$ cat src/rtl/pc_trace_pkg.sv
// Shared types for the PC trace buffer.
// Define PC_TRACE_TIMESTAMP_EN to stamp every entry with a cycle count.
package pc_trace_pkg;

  localparam int ADDR_W_D = 8;
  localparam int CMD_W_D  = 24;
  localparam int TS_W     = 16;
  localparam int POST_W   = 8;

  typedef enum logic [1:0] {
    IDLE,
    ARMED,
    TRIGGERED,
    DONE
  } trace_state_e;

  typedef struct packed {
    logic [ADDR_W_D-1:0] addr;
    logic [CMD_W_D-1:0]  cmd;
    logic                trig;
`ifdef PC_TRACE_TIMESTAMP_EN
    logic [TS_W-1:0]     ts;
`endif
  } trace_entry_t;

  function automatic logic is_capturing(
    input trace_state_e s
  );
    return (s == ARMED) || (s == TRIGGERED);
  endfunction

endpackage

$ cat src/rtl/pc_trace_mem.sv
// Circular trace storage: one write port, one
// combinational read port addressed by the top.
module pc_trace_mem
  import pc_trace_pkg::*;
#(
  parameter int DEPTH = 16,
  parameter int PTR_W = $clog2(DEPTH)
) (
  input  logic               clk,
  input  logic               rst,
  input  logic               i_wr_en,
  input  logic [PTR_W-1:0]   i_wr_addr,
  input  trace_entry_t       i_wr_data,
  input  logic [PTR_W-1:0]   i_rd_addr,
  output trace_entry_t       o_rd_data
);

  trace_entry_t r_mem [DEPTH];

  always_ff @(posedge clk or posedge rst) begin
    if (rst) begin
      for (int i = 0; i < DEPTH; i++) begin
        r_mem[i] <= '0;
      end
    end else if (i_wr_en) begin
      r_mem[i_wr_addr] <= i_wr_data;
    end
  end

  assign o_rd_data = r_mem[i_rd_addr];

endmodule

$ cat src/rtl/pc_trace_buffer.sv
// Pre/post-trigger PC trace capture with a valid/ready drain port.
// PC_TRACE_TIMESTAMP_EN adds a 16-bit per-entry timestamp on trc_ts.
module pc_trace_buffer
  import pc_trace_pkg::*;
#(
  parameter int ADDR_W = ADDR_W_D,
  parameter int CMD_W  = CMD_W_D,
  parameter int DEPTH  = 16,
  parameter int DROP_W = 8
) (
  input  logic                   clk,
  input  logic                   rst,
  input  logic                   cap_valid,
  input  logic [ADDR_W-1:0]      pc_addr,
  input  logic [CMD_W-1:0]       cmd,
  input  logic                   arm,
  input  logic [ADDR_W-1:0]      trig_addr,
  input  logic [7:0]             post_cnt,
  output logic                   trc_valid,
  input  logic                   trc_ready,
  output logic [ADDR_W-1:0]      trc_addr,
  output logic [CMD_W-1:0]       trc_cmd,
  output logic                   trc_trig,
  output logic [15:0]            trc_ts,
  output logic [$clog2(DEPTH):0] level,
  output logic                   busy,
  output logic                   done,
  output logic [DROP_W-1:0]      drop_cnt
);

  localparam int PTR_W = $clog2(DEPTH);
  localparam int LVL_W = PTR_W + 1;

  trace_state_e        r_state;
  trace_state_e        w_state_nxt;
  logic [PTR_W-1:0]    r_wr_ptr;
  logic [PTR_W-1:0]    r_rd_ptr;
  logic [LVL_W-1:0]    r_level;
  logic [DROP_W-1:0]   r_drop;
  logic [ADDR_W-1:0]   r_trig_addr;
  logic [POST_W-1:0]   r_post;
  logic [POST_W-1:0]   r_remain;
  logic                w_cap;
  logic                w_hit;
  logic                w_full;
  logic                w_pop;
  trace_entry_t        w_wr_data;
  trace_entry_t        w_rd_data;

  // arm wins over any capture or pop in the same cycle
  assign w_cap  = cap_valid && !arm
               && is_capturing(r_state);
  assign w_hit  = (r_state == ARMED)
               && (pc_addr == r_trig_addr);
  assign w_full = (r_level == LVL_W'(DEPTH));
  assign w_pop  = trc_valid && trc_ready && !arm;

  always_ff @(posedge clk or posedge rst) begin
    if (rst) begin
      r_state <= IDLE;
    end else begin
      r_state <= w_state_nxt;
    end
  end

  always_comb begin
    w_state_nxt = r_state;
    if (arm) begin
      w_state_nxt = ARMED;
    end else begin
      unique case (r_state)
        ARMED: begin
          if (w_cap && w_hit) begin
            w_state_nxt = (r_post == '0)
                        ? DONE : TRIGGERED;
          end
        end
        TRIGGERED: begin
          if (w_cap && r_remain == POST_W'(1)) begin
            w_state_nxt = DONE;
          end
        end
        DONE: begin
          if (w_pop && r_level == LVL_W'(1)) begin
            w_state_nxt = IDLE;
          end
        end
        default: begin
          w_state_nxt = r_state;
        end
      endcase
    end
  end

  always_comb begin
    busy      = 1'b0;
    done      = 1'b0;
    trc_valid = 1'b0;
    unique case (r_state)
      ARMED, TRIGGERED: begin
        busy = 1'b1;
      end
      DONE: begin
        done      = 1'b1;
        trc_valid = (r_level != '0);
      end
      default: begin
        busy = 1'b0;
      end
    endcase
  end

  // a write into a full buffer evicts the oldest entry
  always_ff @(posedge clk or posedge rst) begin
    if (rst) begin
      r_wr_ptr    <= '0;
      r_rd_ptr    <= '0;
      r_level     <= '0;
      r_drop      <= '0;
      r_trig_addr <= '0;
      r_post      <= '0;
      r_remain    <= '0;
    end else if (arm) begin
      r_wr_ptr    <= '0;
      r_rd_ptr    <= '0;
      r_level     <= '0;
      r_drop      <= '0;
      r_trig_addr <= trig_addr;
      r_post      <= post_cnt;
      r_remain    <= '0;
    end else if (w_cap) begin
      r_wr_ptr <= r_wr_ptr + 1'b1;
      if (w_full) begin
        r_rd_ptr <= r_rd_ptr + 1'b1;
        if (r_drop != '1) begin
          r_drop <= r_drop + 1'b1;
        end
      end else begin
        r_level <= r_level + 1'b1;
      end
      if (w_hit) begin
        r_remain <= r_post;
      end else if (r_state == TRIGGERED) begin
        r_remain <= r_remain - 1'b1;
      end
    end else if (w_pop) begin
      r_rd_ptr <= r_rd_ptr + 1'b1;
      r_level  <= r_level - 1'b1;
    end
  end

`ifdef PC_TRACE_TIMESTAMP_EN
  logic [TS_W-1:0] r_ts;

  always_ff @(posedge clk or posedge rst) begin
    if (rst) begin
      r_ts <= '0;
    end else if (arm) begin
      r_ts <= '0;
    end else begin
      r_ts <= r_ts + 1'b1;
    end
  end
`endif

  always_comb begin
    w_wr_data      = '0;
    w_wr_data.addr = pc_addr;
    w_wr_data.cmd  = cmd;
    w_wr_data.trig = w_hit;
`ifdef PC_TRACE_TIMESTAMP_EN
    w_wr_data.ts   = r_ts;
`endif
  end

  pc_trace_mem #(
    .DEPTH (DEPTH),
    .PTR_W (PTR_W)
  ) u_mem (
    .clk       (clk),
    .rst       (rst),
    .i_wr_en   (w_cap),
    .i_wr_addr (r_wr_ptr),
    .i_wr_data (w_wr_data),
    .i_rd_addr (r_rd_ptr),
    .o_rd_data (w_rd_data)
  );

  assign trc_addr = w_rd_data.addr;
  assign trc_cmd  = w_rd_data.cmd;
  assign trc_trig = w_rd_data.trig;
`ifdef PC_TRACE_TIMESTAMP_EN
  assign trc_ts   = w_rd_data.ts;
`else
  assign trc_ts   = '0;
`endif

  assign level    = r_level;
  assign drop_cnt = r_drop;

endmodule
$ cat config.mk
export PLATFORM = sky130hd
export DESIGN_NAME = pc_trace_buffer
export DESIGN_NICKNAME = d
export VERILOG_FILES = /design/src/rtl/pc_trace_pkg.sv /design/src/rtl/pc_trace_mem.sv /design/src/rtl/pc_trace_buffer.sv
export SDC_FILE = /design/constraint.sdc
export NUM_CORES = 1
export LEC_CHECK = 0
export ABC_AREA = 1
export ABC_CLOCK_PERIOD_IN_PS = 25400
export CORE_ASPECT_RATIO = 0.7
export CORE_MARGIN = 4
export CORE_UTILIZATION = 40
export DETAILED_ROUTE_END_ITERATION = 8
export PLACE_DENSITY_LB_ADDON = 0.1
export RECOVER_POWER = 100
export SLEW_MARGIN = 20
export SYNTH_ARGS = -nofsm -noshare
export SYNTH_HDL_FRONTEND = slang
export SYNTH_SLANG_ARGS = --single-unit
$ cat constraint.sdc
create_clock -name clk -period 25.4 [get_ports clk]
set_input_delay 5.08 -clock clk [delete_from_list [all_inputs] [get_ports clk]]
set_output_delay 5.08 -clock clk [all_outputs]
set_load 0.05 [all_outputs]
==> summary by stage, run 1 <==
Die
Row generation in the floorplan step produced 78 rows. The initial standard-cell utilization of the core is 40.5%. The die is 223 microns tall. The x dimension of the die is 315 microns. The area of the core region is 65000 sq um. The total die area is 70100 sq um. Pin placement for this block handled 118 I/O pins.

Logic synthesis
The number of enable flip-flop cells after synthesis is 0. The Yosys step of the flow raised 0 warnings. Each instance of the synthesized netlist takes up on average 8.22 sq um.

In the synthesized netlist the async set-or-reset flop fraction comes to 100%. Summing every instance area after synthesis gives 26400 sq um. Counting distinct cell types in the post-synthesis netlist gives 40.

In the synthesized netlist the dominant register cell turns out to be dfrtp_1. After synthesis, flip-flops and latches occupy 54.6% of the total area. The synthesized design contains 575 register bits. The instance count of the mapped netlist is 3205.

Critical path
STA classifies the critical path startpoint as a flop. Data on the critical path arrives at its endpoint at 10.23 ns. The maximum fanout encountered on the critical timing path is 66. In this design, the stage delay of the slowest critical-path cell is 3.33 ns.

The critical-path cell with the highest stage delay is clkbuf_1. The worst setup path startpoint is r_rd_ptr[1]$_DFFE_PP0P_. The required arrival time at the worst endpoint is 20.32 ns. The type of destination of the critical path is an output port.

The critical path in this run is classified as flop to output port. Walking the worst path, the cells encountered are clkbuf_1, nand2_1, inv_2, clkbuf_1, o21ai_0, o2111ai_1, nand2_1, dlygate4sd3_1. The critical register-to-register path startpoint is r_rd_ptr[1]$_DFFE_PP0P_.

Placed design
Routability-driven placement finished with a final weighted congestion of 0.803. The HPWL reported at the end of detailed placement is 45400 microns. The quantity of I/O buffers inserted on ports is 101.

GRT
The via count of the first global-routing pass is 21400. The overflow left after global routing is 0. The overall fraction of global-route tracks in use is 23.6%. The largest net degree at the start of global routing is 248. The global routing's busiest layer is met2. The global-route wire length before repair is 129000 microns. For this run, global-route usage on met2 was measured as 35.8%. In the global route stage, met1 resource usage came out at 35.3%.

The met3 track demand over resource in global routing is 3.80%. The number of antenna violations at the first check in global routing came to 1.

CTS
The buffers inserted during post-CTS setup optimization is 0. For the worst-skew pair, the clock arrives at the later sink with an insertion delay of 0.65 ns. In this run the number of H-tree levels came out at 2.

The number of clock sinks is 575. Post-CTS repair changed the size of 0 cells. After clock tree synthesis, the flow added hold-fix buffers numbering 0. Buffers inserted during clock tree synthesis total 59. The buffer levels on the longest clock path is 3.

The buffer cell driving the clock tree root is clkbuf_16. The CTS clock-pin slew for the worst setup and hold paths is 0.06 ns. TritonCTS built the clock tree.

Final layout
The area growth from synthesis to final layout is 12.3%. In the final layout, the share of cells above drive strength 1 is 4.31%. The multi-input combinational cells in the finished layout cover a total of 10100 sq um. The net count of the finished layout is 3222. The number of filler cells placed in the layout is 6470.

0 antenna diodes ended up in the layout. Cells fill 45.5% of the core in the end. The sequential cell area is 14400 sq um.

Routing
The detailed router finished its first iteration with 2150 violations. The detail route stage leaves a number of antenna-violating nets equal to 0. The total number of vias is 21900. The first TritonRoute pass finished after 5 iterations. The average via count per standard cell is 5.36. In the routed design, unresolved DRC markers number 0.

The total detailed-routing wirelength is 82200 microns. After detailed routing, the average wire length per cell comes to 20.1 microns.

STA
The minimum period implied by the final worst setup slack is 15.31 ns. The final cycle utilization of the critical path is 60.3%. Headroom to the max-slew limit came out at -299%. The number of failing hold endpoints at the final stage is 0. The max-slew violation count was 1417.

The maximum clock rate is 65.3 MHz. The total setup violations reported at the end of the flow is 0. For the final database, setup skew stands at 0.0167 ns. Setup repair after global routing left no endpoint under its margin. At the pin with the least slew margin, the transition time is 5.95 ns. Setup total negative slack on the finished layout was measured at 0 ns.

Outcome
The flow ran to the end, but the final reports show violations. The checks that failed: capacitance limit, slew limit.

Power and ir drop
In this run the static leakage power is 13.3 nW. The worst vdd rail ir drop is 0.000101 V. For this design the ratio of total power to cell area is 102 nW/um^2.

Worst hold path
In this run the most critical hold path is launched from u_mem.r_mem[167]$_DFFE_PP0P_. The path type of the worst min-delay path is flop to flop.

Run
Across the run, the number of max-cap violations was 24.
## sequential cells by signal, summed over array words and instances (netlist names)
| name | cells |
|---|---|
| drop_cnt | 8 |
| r_trig_addr | 8 |
| r_state | 2 |
| level | 5 |
| r_rd_ptr | 4 |
| r_post | 8 |
| u_mem.r_mem | 528 |
| r_wr_ptr | 4 |
| r_remain | 8 |
## cell usage after synthesis (8+ instances only)
cell / number / area share, %
a211oi_1: 29 / 0.83
o21ai_0: 580 / 11
dfrtp_1: 575 / 55
buf_2: 74 / 1.4
buf_4: 20 / 0.57
o21ai_1: 166 / 3.2
ha_1: 15 / 0.71
clkbuf_1: 159 / 2.3
inv_1: 149 / 2.1
o22ai_1: 27 / 0.64
nand3_1: 91 / 1.7
nor2_2: 8 / 0.19
nor2_1: 139 / 2.0
a21oi_1: 149 / 2.8
nand2_1: 921 / 13
o221ai_1: 8 / 0.27
o2111ai_1: 24 / 0.80
inv_2: 21 / 0.30
## report_power, final
part	total (mW)	switching (mW)	internal [mW]	leakage (nW)
sequential	1.11	0.0890	1.03	7.54
clock	0.930	0.385	0.545	1.03
combinational	0.979	0.705	0.274	4.76
total	3.02	1.18	1.84	13.3
## final cells by class
cell class / count / share of cell area, %
Timing Repair Buffer: 137 / 4.19
Sequential cell: 575 / 48.6
Clock buffer: 89 / 6.01
Inverter: 172 / 2.21
Multi-Input combinational cell: 2209 / 34.2
Tap cell: 880 / 3.72
Clock inverter: 22 / 1.01
## cells in the final DEF, fill, tap and decap left out, types with 29 or more instances in the layout
cell and count:
a211oi_1 29, a21oi_1 149, clkbuf_1 35, clkbuf_16 59
clkdlybuf4s50_1 53, dfrtp_1 572, dlygate4sd3_1 48, inv_1 158
nand2_1 923, nand3_1 87, nor2_1 150, o21ai_0 725
## worst max-delay path: cells and delay by family (launching register included)
family          cells  cell delay [ns]
buf+inv             4             6.67
flops               1             1.45
simple gates        2             0.45
compound gates      2             0.95
## kinds of logic (layout without fill, tap and decap cells)
kind of cell,Yosys count,count (layout),synth area share (%)
buffers and inverters,436,420,6.98
DFF,575,575,54.6
and+or+nand+nor,1181,1181,17.8
other,1,16,0.0142
AOI/OAI and AO/OA,991,991,19.7
xor gates and xnor gates,6,6,0.199
adders and majority gates,15,15,0.712
## worst paths after layout
kind | end | slack (ns) | cells past startpoint
max in group asynchronous | u_mem.r_mem[288]$_DFFE_PP0P_ | 10.18 | 4
min | u_mem.r_mem[167]$_DFFE_PP0P_ | 0.48 | 2
max | trc_cmd[16] | 10.09 | 8
max reg2reg | r_rd_ptr[3]$_DFFE_PP0P_ | 16.91 | 8
min in group asynchronous | u_mem.r_mem[115]$_DFFE_PP0P_ | 6.76 | 2
min reg2reg | u_mem.r_mem[167]$_DFFE_PP0P_ | 0.48 | 2
## layer usage
| metal | vias to the layer above | wire length [microns] | share of wire, % |
|---|---|---|---|
| met4 | 0 | 1800 | 2.2 |
| met3 | 102 | 4890 | 5.9 |
| met1 | 10700 | 39900 | 49 |
| met2 | 615 | 35600 | 43 |
| met5 | - | 0 | 0 |
| li1 | 10400 | - | - |
## stage by stage
step                std cells  hold WS (ns)  cell area [sq um]  total power [mW]  setup slack [ns]
floorplan                3220         0.448              26400              1.79              4.23
global route             4084         0.498              29600              3.19              7.98
finish                   4084         0.478              29600              3.02             10.09
detailed placement       3972         0.468              27700              2.13             16.10
global placement         3972         0.459              27700              2.11             16.16
CTS                      4083         0.484              29800              3.07             15.39
(Power assumes the default switching activity.)
==> run 2: changes to the inputs <==
--- a/config.mk
+++ b/config.mk
@@ -6,7 +6,7 @@
 export NUM_CORES = 1
 export LEC_CHECK = 0
 export ABC_AREA = 1
-export ABC_CLOCK_PERIOD_IN_PS = 25400
+export ABC_CLOCK_PERIOD_IN_PS = 15500
 export CORE_ASPECT_RATIO = 0.7
 export CORE_MARGIN = 4
 export CORE_UTILIZATION = 40
==> constraint.sdc (replaced) <==
create_clock -name clk -period 15.5 [get_ports clk]
set_input_delay 3.1 -clock clk [delete_from_list [all_inputs] [get_ports clk]]
set_output_delay 3.1 -clock clk [all_outputs]
set_load 0.05 [all_outputs]
==> run 2 against run 1 <==
  * The run still ends with capacitance limit, slew limit left
  * First-iteration DRC count up 6.8%
  * Sequential share of layout area rose by 0.31 points
  * Final cell count is 0.20% lower
  * Utilization fell by 0.28 points
  * Critical path type unchanged
  * Critical endpoint unchanged
==> summary by stage, run 2 (same netlist as run 1, synthesis figures left out) <==
Outcome
The flow ran to the end, but the final reports show violations. The checks that failed: capacitance limit, slew limit.

Run
Across the run, the number of max-cap violations was 25.

Critical path
Together, buffers and inverters on the worst path number 4. The worst setup path startpoint is r_rd_ptr[2]$_DFFE_PP0P_. The critical path start-end classification is flop to output port. The worst register-to-register path has a depth of 8. The delay of the slowest critical-path stage is 2.09 ns. The kind of cell adding the most delay to the critical path is buffers and inverters. The worst register-to-register path ends at r_rd_ptr[3]$_DFFE_PP0P_. The startpoint identified for the worst register-to-register timing path is r_rd_ptr[2]$_DFFE_PP0P_.

In this run the worst path has a maximum fanout of 39. The slowest stage of the critical path is the clkbuf_1 cell. Traced cell by cell, the critical path runs through clkbuf_1, nand2_1, inv_1, clkbuf_1, o21ai_0, o2111ai_1, nand2_1, dlygate4sd3_1. The required arrival time at the worst endpoint is 12.40 ns. The reg2reg setup slack is 8.77 ns. The arrival time at the worst endpoint is 8.54 ns. The worst setup path is captured at an output port. The most critical setup path has its endpoint at trc_cmd[16].

The kind of start point of the critical path is a flop. The count of cell instances traversed by the critical path is 8.

CTS
The number of clock sinks is 575. The maximum level of the CTS H-tree is 2. The CTS buffer count is 59.

The post-cts repair resize count is 0. Post-CTS timing repair inserted 0 buffers for setup. The CTS tree is built. The number of hold-repair buffers added at the cts stage is 0.

The buffer cell driving the clock tree root is clkbuf_16. The CTS clock-pin slew for the worst setup and hold paths is 0.06 ns. The clock reaches the later pin of the worst-skew pair after 0.64 ns.

In this run the deepest clock path goes through 3 buffers.

Die
The floorplan step set the die width to 315 microns. The area of the core region is 65000 sq um. Row generation in the floorplan step produced 78 rows. The vertical die dimension is 223 microns. In this run the count of I/O pins placed on the die edge is 118. The total die area is 70100 sq um. The initial utilization of the core area, before any placement, comes to 40.5%.

STA
In the finished design, the share of the clock period the worst path needs comes to 75.1%. The post-route clock skew is 0.0232 ns. In this run the tightest slew margin relative to its limit is -265%. At the pin with the least slew margin, the transition time is 5.48 ns.

The total setup violations reported at the end of the flow is 0. Setup repair after global routing left no endpoint under its margin. The max-slew violation count came to 1182. Adding up every negative setup slack in the final design gives 0 ns. Based on the critical path, the design can be clocked at up to 85.9 MHz. The number of failing hold endpoints at the final stage is 0.

Subtracting the final worst setup slack from the clock period gives 11.64 ns.

Final layout
The final design instance area without fill is 29400 sq um. The most common cell after layout, fill and taps aside is nand2_1. Counting flops per register, the top entry is u_mem.r_mem. At the end of the flow, the number of nets in the layout was 3225.

After the flow finishes, the layout carries non-filler instances totaling 4076. The filler cells instantiated in the layout total 6502. The number of flip-flops in the largest register is 528.

The final standard cell utilization of the core is 45.3%. Compared with the post-synthesis result, the final layout area differs by 11.6%. The sequential cell area is 14400 sq um. In the layout the commonest cells are nand2_1, o21ai_0, dfrtp_1. The area of combinational cells with multiple inputs is 10100 sq um. In the final layout, the share of cells above drive strength 1 is 3.88%.

GRT
The number of antenna violations at the first check in global routing is 1. For met1 alone, demand over resource in global routing was 35.9%. The overall fraction of global-route tracks in use is 23.9%. For met3 alone, demand over resource in global routing was 4.77%. Summed over all layers, the global routing overflow is 0. After global routing, the most crowded layer is met1. The via count of the first global-routing pass came to 21400. Entering global routing, the biggest net connects 196 pins. The global-route wire length before repair is 130000 microns. For met2 alone, demand over resource in global routing was 35.5%.

Placed design
In this run the cell area measured after placement is 27700 sq um. The HPWL reported at the end of detailed placement is 46800 microns. The count of buffers added on input and output ports is 101. After detailed placement, the design holds a cell count of 3975. The routability congestion estimate is 0.796.

Power and ir drop
The combinational share of power is 32.8%. The cell-internal power is 2.95 mW. The part of the total power dissipated in the clock network is 29.6%.

Net switching is 39.4% of the power. Sequential cells burn 37.5% of the power. The leakage power is 13.3 nW.

The net switching component of the power is 1.92 mW. The worst vdd rail ir drop is 0.0000999 V. Summing internal, switching and leakage power gives 4.86 mW. The power per standard cell area is 165 nW/um^2.

Routing
The remaining design rule violation count is 0. The average via count per standard cell is 5.38. The number of nets with antenna violations after detailed routing is 0. The first routing iteration left 2297 violations. The total detailed-routing wirelength is 84000 microns. The length of the first detailed-routing pass in iterations is 6. Detailed routing inserted a total of 21900 vias. The wire length per cell after detailed routing is 20.6 microns.

Worst hold path
The min-delay analysis places its worst path in the category flop to flop.
-- run 2: cell count changes in the layout (fill, tap and decap cells not counted), sizes merged --
cell	change
buf	+3
bufinv	-3
clkbuf	-3
clkdlybuf4s50	+1
clkinv	-6
clkinvlp	+2
diode	+1
dlygate4sd3	-1
inv	-2
-- run 2: power groups by stage --
| stage | combinational (mW) | clock (mW) | sequential (mW) |
|---|---|---|---|
| detailed placement | 1.64 | 0 | 1.84 |
| finish | 1.60 | 1.44 | 1.82 |
| global placement | 1.63 | 0 | 1.84 |
| global route | 1.76 | 1.53 | 1.85 |
| CTS | 1.64 | 1.48 | 1.82 |
| floorplan | 1.14 | 0 | 1.80 |
-- run 2: worst min-delay path, stage by stage, from the launching register on --
cell     delay, ns
dfrtp_1       0.34
nand2_1       0.05
o21ai_0       0.06
-- run 2: stage by stage --
step                setup slack [ns]  hold slack (ns)
finish                          3.86            0.477
floorplan                       4.57            0.448
CTS                             7.29            0.483
detailed placement              8.00            0.467
global route                    3.76            0.495
global placement                7.98            0.461
-- run 2: final cells by class --
class	count	share of cell area [%]
Antenna cell	1	0.00851
Timing Repair Buffer	140	4.24
Sequential cell	575	48.9
Clock buffer	86	5.98
Inverter	172	2.23
Multi-Input combinational cell	2209	34.3
Clock inverter	13	0.557
Tap cell	880	3.74
-- run 2: routing by layer --
layer	wire length, microns	vias to the layer above	part of all wire, %
li1	-	10400	-
met1	40200	10700	48
met2	35900	670	43
met3	5970	107	7.1
met4	1880	0	2.2
met5	0	-	0
-- run 2: worst min-delay path by stage --
| stage | endpoint | slack, ns | cells after the start | start |
|---|---|---|---|---|
| finish | u_mem.r_mem[233]$_DFFE_PP0P_ | 0.48 | 2 | u_mem.r_mem[233]$_DFFE_PP0P_ |
| global route | u_mem.r_mem[449]$_DFFE_PP0P_ | 0.50 | 2 | u_mem.r_mem[449]$_DFFE_PP0P_ |
| CTS | u_mem.r_mem[233]$_DFFE_PP0P_ | 0.48 | 2 | u_mem.r_mem[233]$_DFFE_PP0P_ |
| detailed placement | u_mem.r_mem[445]$_DFFE_PP0P_ | 0.47 | 2 | u_mem.r_mem[445]$_DFFE_PP0P_ |
| global placement | u_mem.r_mem[253]$_DFFE_PP0P_ | 0.46 | 2 | u_mem.r_mem[253]$_DFFE_PP0P_ |
| floorplan | u_mem.r_mem[255]$_DFFE_PP0P_ | 0.45 | 2 | u_mem.r_mem[255]$_DFFE_PP0P_ |
==> run 3: changes to the inputs <==
--- a/config.mk
+++ b/config.mk
@@ -6,7 +6,7 @@
 export NUM_CORES = 1
 export LEC_CHECK = 0
 export ABC_AREA = 1
-export ABC_CLOCK_PERIOD_IN_PS = 15500
+export ABC_CLOCK_PERIOD_IN_PS = 9700
 export CORE_ASPECT_RATIO = 0.7
 export CORE_MARGIN = 4
 export CORE_UTILIZATION = 40
==> constraint.sdc (replaced) <==
create_clock -name clk -period 9.7 [get_ports clk]
set_input_delay 1.94 -clock clk [delete_from_list [all_inputs] [get_ports clk]]
set_output_delay 1.94 -clock clk [all_outputs]
set_load 0.05 [all_outputs]
==> run 3 against run 2 <==
  * The run still ends with capacitance limit, slew limit left
  * Total power is 59% higher
  * Routed wire length is 0.73% lower
  * Clock power is 58% higher
  * Utilization hardly changed
  * Non-clock buffer count is 2 lower
  * Critical path depth is 1 higher
  * Sequential share of layout area hardly changed
  * Largest cell class unchanged
  * Largest power group unchanged
==> summary by stage, run 3 (same netlist as run 1, synthesis figures left out) <==
Outcome
The run finished, with violations left. The final reports fail on capacitance limit, slew limit.

CTS
The clock reaches the later pin of the worst-skew pair after 0.64 ns. The number of clock sinks is 575. In this run the deepest clock path goes through 3 buffers. The CTS tree is built. The maximum level of the CTS H-tree is 2. The number of hold-repair buffers added at the cts stage is 0.

The buffers inserted during post-CTS setup optimization is 0. Clock tree synthesis selected as its root buffer the cell clkbuf_16. Counting the buffers created by CTS gives 59. Clock-pin slew was measured on the worst setup and hold paths at 0.06 ns.

The number of gates resized after CTS was 0.

Routing
For this block, the routed nets add up to 83400 microns of wire. The routed length on met2 is 36100 microns. The sum of met3 wire segment lengths after detailed routing is 4640 microns.

The wire length per cell after detailed routing is 20.4 microns. The total number of vias is 21900. The number of nets with antenna violations after detailed routing is 0. The top layer used by detailed routing is met4. The wire length on met1 is 41100 microns. The length of the first detailed-routing pass in iterations is 7.

The detailed router finished its first iteration with 2051 violations. The average via count per standard cell is 5.36. For this run, design rule violations remaining after detail routing come to 0.

Placed design
Routability-driven placement finished with a final weighted congestion of 0.792. The quantity of I/O buffers inserted on ports is 101. The HPWL reported at the end of detailed placement is 47300 microns.

Final layout
Across the whole layout, storage elements account for 14400 sq um. The area of combinational cells with multiple inputs is 10100 sq um. From synthesis to final layout, the design area changed by 11.7%. At the end of the flow, the number of nets in the layout was 3223. The share of post-route cells with drive strength above 1 is 4.41%. u_mem.r_mem holds more flip-flops than any other register. Fill cells in the final layout number 6520.

The library cells used most frequently in the layout, excluding fill and tap cells, are nand2_1, o21ai_0, dfrtp_1. Leaving out fill and tap cells, the most frequent cell in the layout is nand2_1. The register with the most flip-flops in the layout has 528 of them.

STA
The final cycle utilization of the critical path is 81.6%. The minimum period implied by the final worst setup slack is 7.91 ns. The number of failing hold endpoints at the final stage is 0.

The max-slew violation count was 613. The transition time at the pin with the least slew margin is 4.12 ns. Setup violations remaining at the end of the flow were counted as 0. Setup repair after global routing left no endpoint under its margin. In the final timing run, aggregate negative setup slack is 0 ns. The maximum clock rate is 126 MHz. Across the routed clock network, the largest skew measured is 0.0167 ns. The worst slew slack as a fraction of its limit is -175%.

Power and ir drop
The leakage power is 13.3 nW. The net switching share of the total power is 39.5%. The net switching component of the power is 3.06 mW. The total power consumption of the routed design is 7.75 mW.

The register share of total power is 37.7%. The internal portion of the total power is 4.69 mW. Of the total power, the clock network draws 29.5%. The worst vdd rail ir drop is 0.000207 V. The combinational share of power is 32.9%. The power per standard cell area is 263 nW/um^2.

Die
The die is 223 microns tall. The die covers 70100 sq um. The initial standard-cell utilization of the core is 40.5%.

After floorplanning, the core was sized to cover 65000 sq um. From left edge to right edge, the die measures 315 microns. 118 I/O pins were placed. In this run the core area contains 78 standard-cell rows.

GRT
Entering global routing, the biggest net connects 175 pins. The global-route wire length before repair is 130000 microns. The via count of the first global-routing pass is 21300.

The overflow left after global routing is 0. The number of antenna violations at the first check in global routing came to 2. Across every metal layer, demand over resource in global routing totals 23.8%.

Run
Max-cap violations in this run came to 12.

Critical path
The kind of start point of the critical path is a flop. The critical path start-end classification is flop to output port. The required arrival time at the worst endpoint is 7.76 ns. Along the worst path, the maximum fanout reaches 55. The type of destination of the critical path is an output port. At the worst endpoint, the arrival time is 5.97 ns.

Worst hold path
The worst hold path belongs to the class flop to flop.
run 3: cell types whose count changed in the layout (fill, tap and decap cells not counted), moves of 3 or more:
cell,change
buf_4,+14
clkbuf_1,-9
nand3_1,-3
nand3_2,+3
run 3: cell type report:
cell class              count  share of cell area [%]
repair buffers            138                    4.36
clock buffers              93                    6.03
clock inverters            12                   0.438
diodes                      1                 0.00850
multi-input cells        2209                    34.3
flip-flops and latches    575                    48.9
inverters                 172                    2.23
well taps                 880                    3.74
run 3: path summary, 6_finish.rpt:
kind,startpoint,depth (start not counted),endpoint,slack (ns)
min reg2reg,u_mem.r_mem[432]$_DFFE_PP0P_,2,u_mem.r_mem[432]$_DFFE_PP0P_,0.48
max in group asynchronous,rst,3,u_mem.r_mem[166]$_DFFE_PP0P_,2.73
max reg2reg,r_state[0]$_DFFE_PP0P_,9,u_mem.r_mem[219]$_DFFE_PP0P_,4.87
max,r_rd_ptr[1]$_DFFE_PP0P_,9,trc_trig,1.79
min in group asynchronous,rst,2,u_mem.r_mem[177]$_DFFE_PP0P_,2.21
min,u_mem.r_mem[432]$_DFFE_PP0P_,2,u_mem.r_mem[432]$_DFFE_PP0P_,0.48
run 3: power groups by stage:
stage | Combinational [mW] | Sequential [mW] | Clock [mW]
6_report | 2.55 | 2.92 | 2.28
3_3_place_gp | 2.61 | 2.94 | 0
3_5_place_dp | 2.63 | 2.95 | 0
2_1_floorplan | 1.81 | 2.88 | 0
5_1_grt | 2.80 | 2.96 | 2.44
4_1_cts | 2.63 | 2.91 | 2.33
run 3: routing by layer:
layer,track usage [%],up-vias
met4,4.89,0
met3,3.24,109
met1,36.2,10800
met5,0,-
li1,-,10400
met2,36.4,624
run 3: worst max-delay path: stages, from the launching register on:
cell           delay [ns]
dfrtp_4              0.91
nor2_2               0.07
buf_4                0.33
inv_1                0.71
clkbuf_1             1.52
a21oi_1              0.08
a211oi_1             0.41
o21ai_0              0.17
nand2_1              0.17
dlygate4sd3_1        0.91
run 3: through the flow:
step / area, sq um / setup WS (ns) / std cells / util [%] / hold slack (ns)
final: 29400 / 1.79 / 4080 / 45.3 / 0.480
after global routing: 29400 / 1.46 / 4080 / 45.3 / 0.493
after CTS: 29600 / 3.03 / 4079 / 45.6 / 0.483
after detailed placement: 27700 / 3.72 / 3974 / 42.6 / 0.468
after global placement: 27700 / 3.73 / 3974 / 42.6 / 0.461
after floorplan: 26400 / -0.0735 / 3220 / - / 0.448
